## src/rtl/mul_share_resp.sv

```systemverilog
// Two-port responder for a shared 27x27 unsigned pipelined multiplier.
// Fixed A-over-B arbitration with a starvation override for B; results return tagged to their port.
module mul_share_resp #(
  parameter int W          = 27,
  parameter int LAT        = 2,
  parameter int STARVE_MAX = 3
) (
  input  logic             clk,
  input  logic             reset,
  input  logic             a_en,
  input  logic [W-1:0]     a_in_1,
  input  logic [W-1:0]     a_in_2,
  output logic             a_gnt,
  output logic             a_vld,
  output logic [2*W-1:0]   a_out,
  input  logic             b_en,
  input  logic [W-1:0]     b_in_1,
  input  logic [W-1:0]     b_in_2,
  output logic             b_gnt,
  output logic             b_vld,
  output logic [2*W-1:0]   b_out,
  output logic [15:0]      conflict_cnt
);

  localparam int PW = 2 * W;
  localparam int SW = (STARVE_MAX < 4) ? 2 : $clog2(STARVE_MAX + 1);
  localparam logic [SW-1:0] STARVE_LIM = SW'(STARVE_MAX);

  logic [SW-1:0] starve_q, starve_d;
  logic [15:0]   conflict_q, conflict_d;
  logic          force_b;

  logic          vld_p0;
  logic          tag_p0;
  logic [W-1:0]  op1_p0;
  logic [W-1:0]  op2_p0;

  logic          fin_vld;
  logic          fin_tag;
  logic [PW-1:0] fin_prod;

  logic          a_vld_q, a_vld_d;
  logic          b_vld_q, b_vld_d;
  logic [PW-1:0] a_out_q, a_out_d;
  logic [PW-1:0] b_out_q, b_out_d;

  // Stage 0: arbitration and operand select
  always_comb begin
    force_b  = (starve_q == STARVE_LIM);
    a_gnt    = ~reset & a_en & ~force_b;
    b_gnt    = ~reset & b_en & (~a_en | force_b);
    starve_d = (b_en & ~b_gnt) ? starve_q + 1'b1 : '0;
    conflict_d = conflict_q;
    if (a_en & b_en & (conflict_q != 16'hFFFF)) begin
      conflict_d = conflict_q + 16'd1;
    end
    vld_p0 = a_gnt | b_gnt;
    tag_p0 = b_gnt;
    op1_p0 = b_gnt ? b_in_1 : a_in_1;
    op2_p0 = b_gnt ? b_in_2 : a_in_2;
  end

  always_ff @(posedge clk) begin
    if (reset) begin
      starve_q   <= '0;
      conflict_q <= '0;
    end else begin
      starve_q   <= starve_d;
      conflict_q <= conflict_d;
    end
  end

  if (LAT == 1) begin : g_lat1
    always_comb begin
      fin_vld  = vld_p0;
      fin_tag  = tag_p0;
      fin_prod = PW'(op1_p0) * PW'(op2_p0);
    end
  end else begin : g_latn
    logic [LAT-1:1] vld_q, vld_d;
    logic [LAT-1:1] tag_q, tag_d;
    logic [W-1:0]   op1_p1_q;
    logic [W-1:0]   op2_p1_q;
    logic [PW-1:0]  prod_p1;

    always_comb begin
      vld_d    = vld_q;
      tag_d    = tag_q;
      vld_d[1] = vld_p0;
      tag_d[1] = tag_p0;
      for (int k = 2; k < LAT; k++) begin
        vld_d[k] = vld_q[k-1];
        tag_d[k] = tag_q[k-1];
      end
    end

    // Stage 1: operand capture, multiply follows the register
    always_ff @(posedge clk) begin
      if (reset) begin
        vld_q <= '0;
      end else begin
        vld_q <= vld_d;
      end
      tag_q <= tag_d;
      if (vld_p0) begin
        op1_p1_q <= op1_p0;
        op2_p1_q <= op2_p0;
      end
    end

    assign prod_p1 = PW'(op1_p1_q) * PW'(op2_p1_q);

    if (LAT == 2) begin : g_tail2
      assign fin_prod = prod_p1;
    end else begin : g_tailn
      logic [PW-1:0] prod_q [2:LAT-1];
      logic [PW-1:0] prod_d [2:LAT-1];

      always_comb begin
        prod_d    = prod_q;
        prod_d[2] = prod_p1;
        for (int k = 3; k < LAT; k++) begin
          prod_d[k] = prod_q[k-1];
        end
      end

      // Stages 2..LAT-1: product shift
      always_ff @(posedge clk) begin
        prod_q <= prod_d;
      end

      assign fin_prod = prod_q[LAT-1];
    end

    assign fin_vld = vld_q[LAT-1];
    assign fin_tag = tag_q[LAT-1];
  end

  always_comb begin
    a_vld_d = fin_vld & ~fin_tag;
    b_vld_d = fin_vld & fin_tag;
    a_out_d = a_vld_d ? fin_prod : a_out_q;
    b_out_d = b_vld_d ? fin_prod : b_out_q;
  end

  // Stage LAT: per-port result registers, outputs hold between results
  always_ff @(posedge clk) begin
    if (reset) begin
      a_vld_q <= 1'b0;
      b_vld_q <= 1'b0;
      a_out_q <= '0;
      b_out_q <= '0;
    end else begin
      a_vld_q <= a_vld_d;
      b_vld_q <= b_vld_d;
      a_out_q <= a_out_d;
      b_out_q <= b_out_d;
    end
  end

  assign a_vld        = a_vld_q;
  assign b_vld        = b_vld_q;
  assign a_out        = a_out_q;
  assign b_out        = b_out_q;
  assign conflict_cnt = conflict_q;

endmodule

```

## config.mk

```make
export PLATFORM = sky130hd
export DESIGN_NAME = mul_share_resp
export DESIGN_NICKNAME = d
export VERILOG_FILES = /design/src/rtl/mul_share_resp.sv
export SDC_FILE = /design/constraint.sdc
export NUM_CORES = 2
export LEC_CHECK = 0
export ABC_AREA = 0
export CAP_MARGIN = 0
export CORE_UTILIZATION = 54
export DETAILED_ROUTE_END_ITERATION = 10
export GPL_TIMING_DRIVEN = 0
export PLACE_DENSITY = 0.89
export SETUP_SLACK_MARGIN = 0.2
export SLEW_MARGIN = 40
export SYNTH_ARGS = -nofsm -noshare
export SYNTH_HDL_FRONTEND = slang
export SYNTH_SLANG_ARGS = --single-unit
```

## constraint.sdc

```tcl
create_clock -name clk -period 6.55 [get_ports clk]
set_input_delay 1.965 -clock clk [delete_from_list [all_inputs] [get_ports clk]]
set_output_delay 1.965 -clock clk [all_outputs]
set_load 0.01 [all_outputs]
```

==> metrics <==
GPL Wtd Cong=1.02; Sinks on Clock Net=184; final hold violations=0; register bit total from synthesis=184; placed insts=4415; Post-Route Utilization=0.694; Clock Path Buffers=2; largest net degree at the start of global routing=43; drt first pass iters=11; layout cell share with drive strength beyond 1=0.183; yosys warns=0; outcome=complete, but fails checks; most common cell after layout, fill and taps aside=inv_1; Clock transition at path regs=80 ps; CTS tree=yes; Fmax=0.117 GHz; RSZ-0062 raised after global routing=yes; Worst EP arrival=8950 ps; CP bufs+invs=11; Net count, final=4795; Rel. slew slack=0.455; first-pass GRT wire length=165 mm; Worst setup SP type=register; sequential share of the synthesized area=0.138; vias per std cell=6.24; Crit Path Category=reg -> reg; Worst Path Required=6980 ps; Setup violations, final=74; Syn Nets=4349; routed len/inst=26.9 um; Die Y=240 um; Mapped Cells=3418; grt total ovfl=0; WL final=125 mm; IO Port Bufs=239; pre-CTS worst setup slack=-1270 ps; clock skew=28.6 ps; Least-Margin Pin Slew=817 ps; CP delay by family, top=adder cells; Starting Density=0.546; Max Fanout on Critical Path=7; Tcrit/Tclk final=1.30; max_cap viols=0; Worst path max stage delay=770 ps; via count=29000; CP max stage cell=fa_1; Async SR Flop Fraction=0; Final Critical Period=8520 ps; antenna violations before repair=16; Layout area overhead=27.2%; synthesized cell area=30700 um^2; most frequent cells in the layout=inv_1, nand2_1, fa_1; drt drc=2; Core Region=56300 um^2; Die Wd=240 um; r2r setup slk=-1970 ps; Yosys cell types=75; GRT Total Usage=0.394; number of global-route vias before repair=29300; crit path capture type=register; failing checks=design-rule violations, negative setup slack; Setup TNS=-98230 ps; Slew Limit Fails=0; DR iter-0 viols=4243; Syn Area/Cell=8.98 um^2; most frequent CP cell=fa_1; H-tree Lvls=4; Rows=87; Routed Antenna Nets=0; Die Footprint=57800 um^2; PnR worst setup slack=-1970 ps; dominant synthesized flop cell=dfxtp_1; Worst-Skew Late Latency=560 ps; Root Driver=clkbuf_16; dpl hpwl=78.6 mm; Non-Filler Instances=4645; Post-synth EDFFs=54; path type of the worst min-delay path=reg -> reg; io pins=240; CTS Buf Count=17
[cells in the mapped netlist (11+ instances only)]
master / count / area [um^2]
a21o_1: 19 / 143
a21oi_1: 125 / 626
a31oi_1: 12 / 75.1
and2_1: 281 / 1760
and3_1: 12 / 75.1
clkbuf_1: 173 / 649
dfxtp_1: 130 / 2600
edfxtp_1: 54 / 1620
fa_1: 624 / 12500
ha_1: 195 / 2440
inv_1: 727 / 2730
mux2_2: 54 / 608
nand2_1: 632 / 2370
nand3_1: 51 / 255
nand4_1: 17 / 106
nor2_1: 54 / 203
nor2b_1: 11 / 68.8
nor3_1: 15 / 75.1
o21ai_0: 49 / 245
xnor2_1: 27 / 236
xor2_1: 24 / 210
[worst paths after layout]
path,start,to,cells after the start
worst max-delay path,g_latn.op2_p1_q[8]$_DFFE_PP_,b_out[50]$_SDFFE_PP0P_,29
worst min-delay path,starve_q[0]$_SDFF_PP0_,starve_q[0]$_SDFF_PP0_,1
worst max register to register,g_latn.op2_p1_q[8]$_DFFE_PP_,b_out[50]$_SDFFE_PP0P_,29
worst min register to register,starve_q[0]$_SDFF_PP0_,starve_q[0]$_SDFF_PP0_,1
[routing by layer]
| layer | track usage | part of all wire |
|---|---|---|
| met4 | 0.303 | 0.11 |
| met3 | 0.127 | 0.16 |
| met5 | 0.00952 | 0.0030 |
| met2 | 0.616 | 0.42 |
| met1 | 0.447 | 0.30 |
[cell type report]
cell class / instances / area (um^2)
inverters: 727 / 2730
flip-flops and latches: 184 / 4220
multi-input cells: 2315 / 24400
fillers: 3686 / 17200
well taps: 756 / 946
plain buffers: 191 / 1980
diodes: 12 / 30.0
clock buffers: 19 / 454
repair buffers: 428 / 4090
clock inverters: 13 / 154
[flip-flops by register name, summed over array words and instances, names as in the netlist]
signal / count
g_latn.op1_p1_q: 27
a_out: 54
fin_tag: 1
b_out: 54
g_latn.op2_p1_q: 27
a_vld: 1
conflict_cnt: 16
b_vld: 1
fin_vld: 1
starve_q: 2
[through the flow]
| step | area [um^2] | hold WS (ps) |
|---|---|---|
| final | 39000 | 434 |
| after global routing | 39000 | 443 |
| after CTS | 37900 | 431 |
| after detailed placement | 34600 | 414 |
| after global placement | 34600 | 408 |
| after floorplan | 31200 | 396 |
[what timing repair did]
| item | 4_1_cts | 5_1_grt |
|---|---|---|
| resized for setup | 405 | 193 |
| pin swaps | 134 | 119 |
| endpoints found under the setup margin | 79 | 76 |
| cloned | 0 | 0 |
| hold buffers | 0 | 0 |
| endpoints found under the hold margin | 0 | 0 |
| setup buffers | 131 | 56 |
[cells by family (layout without fill, tap and decap cells)]
family / after synthesis / count (layout) / share of synthesized area
AND/OR/NAND/NOR: 1114 / 1114 / 0.170
buffers and inverters: 919 / 1378 / 0.116
adder cells (fa/ha/maj): 819 / 819 / 0.486
AO/OA/AOI/OAI: 273 / 273 / 0.0543
flip-flops: 184 / 184 / 0.138
multiplexers: 58 / 58 / 0.0211
XOR/XNOR: 51 / 51 / 0.0145
other: 0 / 12 / 0
[worst register-to-register path: cells and delay by family, from the launching register on]
kind	cells	cell delay (ps)
compound gates	8	1720
buf+inv	11	1750
fa+ha+maj	8	4310
xor+xnor	1	180
simple gates	1	60
flops	1	410
Power is left out: the tool's default activity adds up to more than one toggle a clock period on the data nets, which glitch-free logic cannot reach.
